`src/rtl/ofs_plat_host_chan_rx_tlp_sequencer_pkg.sv`:
```
// ofs_plat_host_chan_rx_tlp_sequencer_pkg: header length decode shared by the host-channel gasket
package ofs_plat_host_chan_rx_tlp_sequencer_pkg;
  typedef enum logic {IDLE, DATA} state_t;
  localparam int BEAT_W = 14;
  localparam int HAS_DATA_BIT = 6;
  function automatic logic [23:0] hdr_bytes(input logic dm, input logic [9:0] len_l,
                                            input logic [1:0] len_m, input logic [11:0] len_h);
    return dm ? {len_h, len_m, len_l} : {11'd0, len_l == 10'd0, len_l, 2'b00};
  endfunction
  function automatic logic [BEAT_W-1:0] exp_beats(input logic [23:0] bytes, input int bpb);
    logic [BEAT_W-1:0] n;
    n = BEAT_W'((25'(bytes) + 25'(bpb) - 25'd1) / 25'(bpb));
    return n == '0 ? BEAT_W'(1) : n;
  endfunction
endpackage

```
`src/rtl/ofs_plat_host_chan_rx_tlp_seq_skid.sv`:
```
// ofs_plat_host_chan_rx_tlp_seq_skid: 2-entry registered skid buffer
module ofs_plat_host_chan_rx_tlp_seq_skid #(
  parameter int W = 8
) (
  input  logic         clk,
  input  logic         reset,
  input  logic         enq_valid,
  output logic         enq_ready,
  input  logic [W-1:0] enq_data,
  output logic         deq_valid,
  input  logic         deq_ready,
  output logic [W-1:0] deq_data
);
  logic [W-1:0] mem [2];
  logic wr, rd, push, pop;
  logic [1:0] cnt;
  assign enq_ready = cnt != 2'd2;
  assign deq_valid = cnt != 2'd0;
  assign deq_data = mem[rd];
  assign push = enq_valid & enq_ready;
  assign pop = deq_valid & deq_ready;
  always_ff @(posedge clk) begin
    if (reset) begin
      mem <= '{default: '0};
      wr <= 1'b0;
      rd <= 1'b0;
      cnt <= 2'd0;
    end else begin
      if (push) mem[wr] <= enq_data;
      wr <= wr ^ push;
      rd <= rd ^ pop;
      cnt <= cnt + {1'b0, push} - {1'b0, pop};
    end
  end
endmodule

```
`src/rtl/ofs_plat_host_chan_rx_tlp_sequencer.sv`:
```
// ofs_plat_host_chan_rx_tlp_sequencer: re-pairs RX headers with their payload and checks payload length
module ofs_plat_host_chan_rx_tlp_sequencer
  import ofs_plat_host_chan_rx_tlp_sequencer_pkg::*;
#(
  parameter int TDATA_WIDTH = 512,
  parameter int HDR_WIDTH = 256,
  parameter int ERR_CNT_WIDTH = 16
) (
  input  logic                       clk,
  input  logic                       reset,
  input  logic                       hdr_tvalid,
  output logic                       hdr_tready,
  input  logic [HDR_WIDTH-1:0]       hdr_tdata,
  input  logic                       hdr_tuser,
  input  logic                       data_tvalid,
  output logic                       data_tready,
  input  logic [TDATA_WIDTH-1:0]     data_tdata,
  input  logic [TDATA_WIDTH/8-1:0]   data_tkeep,
  input  logic                       data_tlast,
  output logic                       out_tvalid,
  input  logic                       out_tready,
  output logic [HDR_WIDTH-1:0]       out_hdr,
  output logic                       out_dm_mode,
  output logic [TDATA_WIDTH-1:0]     out_data,
  output logic [TDATA_WIDTH/8-1:0]   out_keep,
  output logic                       out_sop,
  output logic                       out_eop,
  output logic                       out_err_len,
  output logic [ERR_CNT_WIDTH-1:0]   err_count
);
  localparam int KW = TDATA_WIDTH / 8;
  localparam int PW = HDR_WIDTH + 1 + TDATA_WIDTH + KW + 3;
  state_t state;
  logic [BEAT_W-1:0] beat_cnt, exp_q, exp_hdr, beat_num, exp_cur;
  logic space, idle, has_data, hdr_pop, data_pop, push, eop, err;
  logic [TDATA_WIDTH-1:0] data;
  logic [KW-1:0] keep;
  logic [PW-1:0] pkt_out;
  assign idle = state == IDLE;
  assign has_data = hdr_tdata[HAS_DATA_BIT];
  assign exp_hdr = exp_beats(hdr_bytes(hdr_tuser, {hdr_tdata[17:16], hdr_tdata[31:24]},
                                       hdr_tdata[19:18], hdr_tdata[43:32]), KW);
  assign hdr_tready = ~reset & space & idle & (~has_data | data_tvalid);
  assign data_tready = ~reset & space & (~idle | (hdr_tvalid & has_data));
  assign hdr_pop = hdr_tvalid & hdr_tready;
  assign data_pop = data_tvalid & data_tready;
  assign push = hdr_pop | data_pop;
  assign eop = data_pop ? data_tlast : 1'b1;
  assign data = data_pop ? data_tdata : '0;
  assign keep = data_pop ? data_tkeep : '0;
  assign beat_num = idle ? BEAT_W'(1) : beat_cnt + BEAT_W'(1);
  assign exp_cur = idle ? exp_hdr : exp_q;
  assign err = data_pop & data_tlast & (beat_num != exp_cur);
  always_ff @(posedge clk) begin
    if (reset) begin
      state <= IDLE;
      beat_cnt <= '0;
      exp_q <= '0;
      err_count <= '0;
    end else begin
      if (data_pop) begin
        state <= data_tlast ? IDLE : DATA;
        beat_cnt <= beat_num;
        exp_q <= exp_cur;
      end
      if (err && ~&err_count) err_count <= err_count + ERR_CNT_WIDTH'(1);
    end
  end
  ofs_plat_host_chan_rx_tlp_seq_skid #(.W(PW)) skid (
    .clk(clk),
    .reset(reset),
    .enq_valid(push),
    .enq_ready(space),
    .enq_data({hdr_tdata, hdr_tuser, data, keep, idle, eop, err}),
    .deq_valid(out_tvalid),
    .deq_ready(out_tready),
    .deq_data(pkt_out)
  );
  assign {out_hdr, out_dm_mode, out_data, out_keep, out_sop, out_eop, out_err_len} = pkt_out;
endmodule

```
`config.mk`:
```
export PLATFORM = sky130hd
export DESIGN_NAME = ofs_plat_host_chan_rx_tlp_sequencer
export DESIGN_NICKNAME = d
export VERILOG_FILES = /design/src/rtl/ofs_plat_host_chan_rx_tlp_sequencer_pkg.sv /design/src/rtl/ofs_plat_host_chan_rx_tlp_seq_skid.sv /design/src/rtl/ofs_plat_host_chan_rx_tlp_sequencer.sv
export SDC_FILE = /design/constraint.sdc
export NUM_CORES = 2
export LEC_CHECK = 0
export BUFFER_PORTS_ARGS = -buffer_cell sky130_fd_sc_hd__clkbuf_2
export CELL_PAD_IN_SITES_DETAIL_PLACEMENT = 1
export CELL_PAD_IN_SITES_GLOBAL_PLACEMENT = 2
export CORE_AREA = 2 2 663 665
export DETAILED_ROUTE_END_ITERATION = 8
export DIE_AREA = 0 0 665 667
export HOLD_SLACK_MARGIN = 0.02
export PLACE_DENSITY_LB_ADDON = 0.1
export REMOVE_ABC_BUFFERS = 1
export SYNTH_ARGS = -nofsm -noshare
export SYNTH_HDL_FRONTEND = slang
export SYNTH_SLANG_ARGS = --single-unit
```
`constraint.sdc`:
```
create_clock -name clk -period 3.5 [get_ports clk]
set_input_delay 0.525 -clock clk [delete_from_list [all_inputs] [get_ports clk]]
set_output_delay 0.525 -clock clk [all_outputs]
set_load 0.01 [all_outputs]
```
==> PnR_summary.wiki <==
{| class="wikitable"
! Metric !! Value
|-
| Number of placement rows || 243
|-
| Share of total power in the clock network || 0.444
|-
| Post-cts resize count || 0
|-
| Depth of the CTS H-tree || 4
|-
| Placed Instances || 15,110
|-
| Count of state elements after synthesis || 1,721
|-
| Die Span Y || 667 um
|-
| Sequential-to-total area share from yosys stat || 0.4594
|-
| Sw Ratio || 0.2881
|-
| Later-pin clock latency in the skew report || 0.92 ns
|-
| Number of optimization iterations in the first detailed-route pass || 5
|-
| Number of warning messages in the yosys log || 0
|-
| Status || finished, final reports clean
|-
| Cell Area, Synth || 74,990 um2
|-
| CP peak stage delay || 0.54 ns
|-
| Worst min-delay path class || in2reg
|-
| Hold Slack || 0.1913 ns
|-
| Buffers on Ports || 1,693
|-
| Total global routing track utilization || 0.1573
|-
| Setup Skew || 0.05313 ns
|-
| Area delta synth->final || 42.68%
|-
| Residual overflow from global routing || 0
|-
| Total wire length || 366,500 um
|-
| Post-detailed-route via-to-cell ratio || 4.220
|-
| Floorplan die width || 665 um
|-
| I/O pins || 1,694
|-
| Worst supply voltage drop on vdd || 422.7 uV
|-
| Series of cell instances along the critical path || dlygate4sd3_1 > clkbuf_2 > nor4_2 > a32oi_1 > or4_4 > a22oi_2 > nor3_1 > o2111a_1 > buf_12 > or4_1 > a221oi_2
|-
| Setup-failing EPs final || 0
|-
| Post-layout instance area || 107,000 um2
|-
| Routed length per instance || 22.32 um
|-
| Mean post-synth cell area || 9.156 um2
|-
| Final Max Tran Viols || 0
|-
| Critical Path Slowest Stage Cell || sky130_fd_sc_hd__dlygate4sd3_1
|-
| Half-perimeter wire length after detailed placement || 264,800 um
|-
| Count of antenna-violating nets left after detailed routing || 0
|-
| Leakage component of the power || 39.83 nW
|-
| Power density over the cells || 513.4 nW/um2
|-
| Reg power frac || 0.371
|-
| Worst path bufs/invs || 3
|-
| Maximum net fanout on the critical path || 28
|-
| TritonCTS clock tree || yes
|-
| Worst path required time || 4.32 ns
|-
| Initial Utilization || 0.1718
|-
| Kind of start point of the critical path || primary input
|-
| TritonCTS Buffers || 235
|-
| Vias in the first global route || 74,340
|-
| Share of layout cells above drive strength 1 || 0.2947
|-
| Final core utilization || 0.2451
|-
| Std-Cell Core Area || 436,600 um2
|-
| Class of the most critical setup path || in2reg
|-
| Setup repair after global routing missed its margin || no
|-
| Detailed-route DRC error count || 0
|-
| Area enclosed by the die boundary || 443,600 um2
|-
| Count of different cell masters after synthesis || 67
|-
| Final worst path period need || 3.249 ns
|-
| EDFF count, synth || 0
|-
| Cell Int Power || 39.11 mW
|-
| Delay-heaviest family, CP || simple AND/OR/NAND/NOR gates
|-
| Nets || 11,270
|-
| Instance area at placement || 90,720 um2
|-
| Max_cap viols || 0
|-
| Reg-to-reg setup timing slack || 0.28 ns
|-
| Number of antenna violations at the first check in global routing || 171
|-
| Kind of end point of the critical path || flop
|-
| Setup total negative slack || 0 ns
|-
| Violation count after the first detailed-route iteration || 2,331
|-
| Pin count of the biggest net entering global routing || 197
|-
| Final critical-path share of the clock period || 0.9282
|-
| Comb power frac || 0.185
|-
| First-pass GRT wire length || 522,900 um
|-
| Arrival time of data at the critical path endpoint || 4.07 ns
|-
| Share of synthesized flip-flops with an asynchronous set or reset || 0
|-
| Clk slew on worst S/H paths || 0.07 ns
|-
| Count of non-filler cells in the finished layout || 16,420
|-
| Sink Count || 1,721
|-
| Transition time of the tightest slew-check pin || 1.248 ns
|-
| Final Hold Violating Endpoints || 0
|-
| Synthesized instance count || 8,190
|-
| Routability cong. || 0.7628
|-
| Clock Root Buffer || sky130_fd_sc_hd__clkbuf_16
|-
| Sw Pwr || 15.83 mW
|-
| Detailed-route via count || 69,300
|-
| Highest achievable clock rate || 307.8 MHz
|-
| Worst max-slew margin expressed relative to the limit || 0.1679
|-
| Most used flip-flop cell after synthesis || sky130_fd_sc_hd__dfxtp_1
|-
| Clock Tree Buf Depth || 4
|}
## power groups by stage
| stage | sequential, mW | combinational, mW | clock, mW |
|---|---|---|---|
| 6_report | 20.4 | 10.1 | 24.4 |
| 5_1_grt | 20.4 | 11.0 | 26.3 |
| 4_1_cts | 20.4 | 10.5 | 25.6 |
| 3_5_place_dp | 20.9 | 9.45 | 0 |
| 3_3_place_gp | 20.8 | 9.34 | 0 |
| 2_1_floorplan | 20.8 | 4.94 | 0 |
## final cells by class
class                           instances  area [um2]
Sequential cell                      1721       34460
Clock inverter                         46       584.3
Antenna cell                           62       155.1
Fill cell                           50470      329600
Multi-Input combinational cell       5700       37650
Tap cell                             5757        7203
Timing Repair Buffer                 2750       19760
Clock buffer                          368        7124
Inverter                               15       56.30
## layer usage
metal | wire [um] | GRT usage | part of all wire | up-vias
met4 | 17490 | 0.06498 | 0.048 | 50
met2 | 185400 | 0.2879 | 0.51 | 1539
li1 | - | - | - | 32790
met5 | 306 | 0 | 0.00083 | -
met3 | 21040 | 0.04084 | 0.057 | 723
met1 | 142200 | 0.1708 | 0.39 | 34200
## per-stage QoR
step / power [mW] / worst slack, ns
2_1_floorplan: 25.71 / -22.85
3_3_place_gp: 30.18 / -0.1933
3_5_place_dp: 30.31 / -0.2098
4_1_cts: 56.54 / 0.05393
5_1_grt: 57.72 / 0.005550
6_report: 54.93 / 0.2513
## cell usage after synthesis (2+ instances only)
cell,instances,area (um2)
sky130_fd_sc_hd__a211oi_1,9,67.56
sky130_fd_sc_hd__a21boi_0,3,22.52
sky130_fd_sc_hd__a21o_1,6,45.04
sky130_fd_sc_hd__a21oi_1,1179,5901
sky130_fd_sc_hd__a22o_1,2,17.52
sky130_fd_sc_hd__a22oi_1,7,52.55
sky130_fd_sc_hd__a31oi_1,3,18.77
sky130_fd_sc_hd__a32oi_1,2,17.52
sky130_fd_sc_hd__and2_1,8,50.05
sky130_fd_sc_hd__and3_1,3,18.77
sky130_fd_sc_hd__and4_1,3,26.28
sky130_fd_sc_hd__buf_1,69,259.0
sky130_fd_sc_hd__buf_2,7,35.03
sky130_fd_sc_hd__buf_6,2,22.52
sky130_fd_sc_hd__clkbuf_1,675,2534
sky130_fd_sc_hd__dfxtp_1,1721,34450
sky130_fd_sc_hd__ha_1,6,75.07
sky130_fd_sc_hd__inv_1,15,56.30
sky130_fd_sc_hd__mux2_2,840,9459
sky130_fd_sc_hd__mux2i_1,520,5205
sky130_fd_sc_hd__nand2_1,41,153.9
sky130_fd_sc_hd__nand2b_1,1153,7213
sky130_fd_sc_hd__nand3_1,1177,5891
sky130_fd_sc_hd__nand3b_1,3,22.52
sky130_fd_sc_hd__nand4_1,8,50.05
sky130_fd_sc_hd__nor2_1,566,2125
sky130_fd_sc_hd__nor2b_1,5,31.28
sky130_fd_sc_hd__nor3_1,19,95.09
sky130_fd_sc_hd__nor3b_1,4,30.03
sky130_fd_sc_hd__nor4_1,5,31.28
sky130_fd_sc_hd__o211ai_1,2,15.01
sky130_fd_sc_hd__o21ai_0,30,150.1
sky130_fd_sc_hd__o31ai_1,9,67.56
sky130_fd_sc_hd__or2_2,2,12.51
sky130_fd_sc_hd__or3_1,10,62.56
sky130_fd_sc_hd__or3b_1,2,17.52
sky130_fd_sc_hd__or4_1,11,82.58
sky130_fd_sc_hd__or4_4,2,22.52
sky130_fd_sc_hd__xnor2_1,21,183.9
sky130_fd_sc_hd__xor2_1,13,113.9
## logic make-up after synthesis
| logic type | Yosys count | share of synthesized area |
|---|---|---|
| compound gates | 1267 | 0.08705 |
| xor+xnor | 35 | 0.004271 |
| fa+ha+maj | 6 | 0.001001 |
| buf+inv | 769 | 0.03886 |
| flops | 1721 | 0.4594 |
| mux | 1362 | 0.1959 |
| simple gates | 3030 | 0.2135 |
## cell usage in the layout, fill, tap and decap left out, types with 4 or more instances in the layout
| cell type | count |
|---|---|
| sky130_fd_sc_hd__dlygate4sd3_1 | 834 |
| sky130_fd_sc_hd__nor2_1 | 566 |
| sky130_fd_sc_hd__nor4_1 | 5 |
| sky130_fd_sc_hd__o21ai_0 | 30 |
| sky130_fd_sc_hd__clkinv_2 | 27 |
| sky130_fd_sc_hd__diode_2 | 62 |
| sky130_fd_sc_hd__xnor2_1 | 21 |
| sky130_fd_sc_hd__nand2b_1 | 1153 |
| sky130_fd_sc_hd__clkbuf_1 | 62 |
| sky130_fd_sc_hd__or3_1 | 10 |
| sky130_fd_sc_hd__nand4_1 | 8 |
| sky130_fd_sc_hd__ha_1 | 4 |
| sky130_fd_sc_hd__buf_12 | 101 |
| sky130_fd_sc_hd__a21o_1 | 6 |
| sky130_fd_sc_hd__mux2_2 | 840 |
| sky130_fd_sc_hd__a21oi_1 | 1179 |
| sky130_fd_sc_hd__nor2b_1 | 5 |
| sky130_fd_sc_hd__nand3_1 | 1177 |
| sky130_fd_sc_hd__xor2_1 | 13 |
| sky130_fd_sc_hd__nor3_1 | 19 |
| sky130_fd_sc_hd__nor3b_1 | 4 |
| sky130_fd_sc_hd__dfxtp_1 | 1720 |
| sky130_fd_sc_hd__bufinv_16 | 10 |
| sky130_fd_sc_hd__or4_1 | 11 |
| sky130_fd_sc_hd__clkbuf_8 | 68 |
| sky130_fd_sc_hd__buf_4 | 123 |
| sky130_fd_sc_hd__o31ai_1 | 9 |
| sky130_fd_sc_hd__clkbuf_2 | 1692 |
| sky130_fd_sc_hd__and2_1 | 7 |
| sky130_fd_sc_hd__nand2_1 | 41 |
| sky130_fd_sc_hd__mux2i_1 | 520 |
| sky130_fd_sc_hd__clkbuf_16 | 238 |
| sky130_fd_sc_hd__a211oi_1 | 9 |
| sky130_fd_sc_hd__inv_1 | 15 |
| sky130_fd_sc_hd__a22oi_1 | 7 |
## repair_timing
item                       in CTS  in global routing
hold buffers                  834                  0
hold endpoints to repair     1667                  0
setup buffers                   4                  0
setup endpoints to repair     533                  0
## worst paths after layout
path	start	to	depth (start not counted)
hold / removal	hdr_tdata[31]	skid.mem[1447]	4
setup / recovery	hdr_tdata[24]	err_count[14]	11
hold reg to reg	skid.mem[119]	skid.mem[119]	2
setup reg to reg	beat_cnt[5]	err_count[14]	10
## state kept, by name, summed over array words and instances (netlist names)
register and count:
skid.mem 1672, err_count 16, beat_cnt 14, exp_q 14, skid.cnt 2, skid.rd 1, skid.wr 1, state 1
## worst register-to-register path, cell delays in order, from the launching register on
cell and delay [ns]:
sky130_fd_sc_hd__dfxtp_1 0.48, sky130_fd_sc_hd__nand4_2 0.18, sky130_fd_sc_hd__or4_4 0.60, sky130_fd_sc_hd__nor2_2 0.19, sky130_fd_sc_hd__xor2_1 0.17, sky130_fd_sc_hd__a211oi_1 0.09, sky130_fd_sc_hd__buf_4 0.15, sky130_fd_sc_hd__o2111a_1 0.31
sky130_fd_sc_hd__buf_12 0.19, sky130_fd_sc_hd__or4_1 0.54, sky130_fd_sc_hd__a221oi_2 0.24
Note: power is estimated with default switching activity, not from simulation.
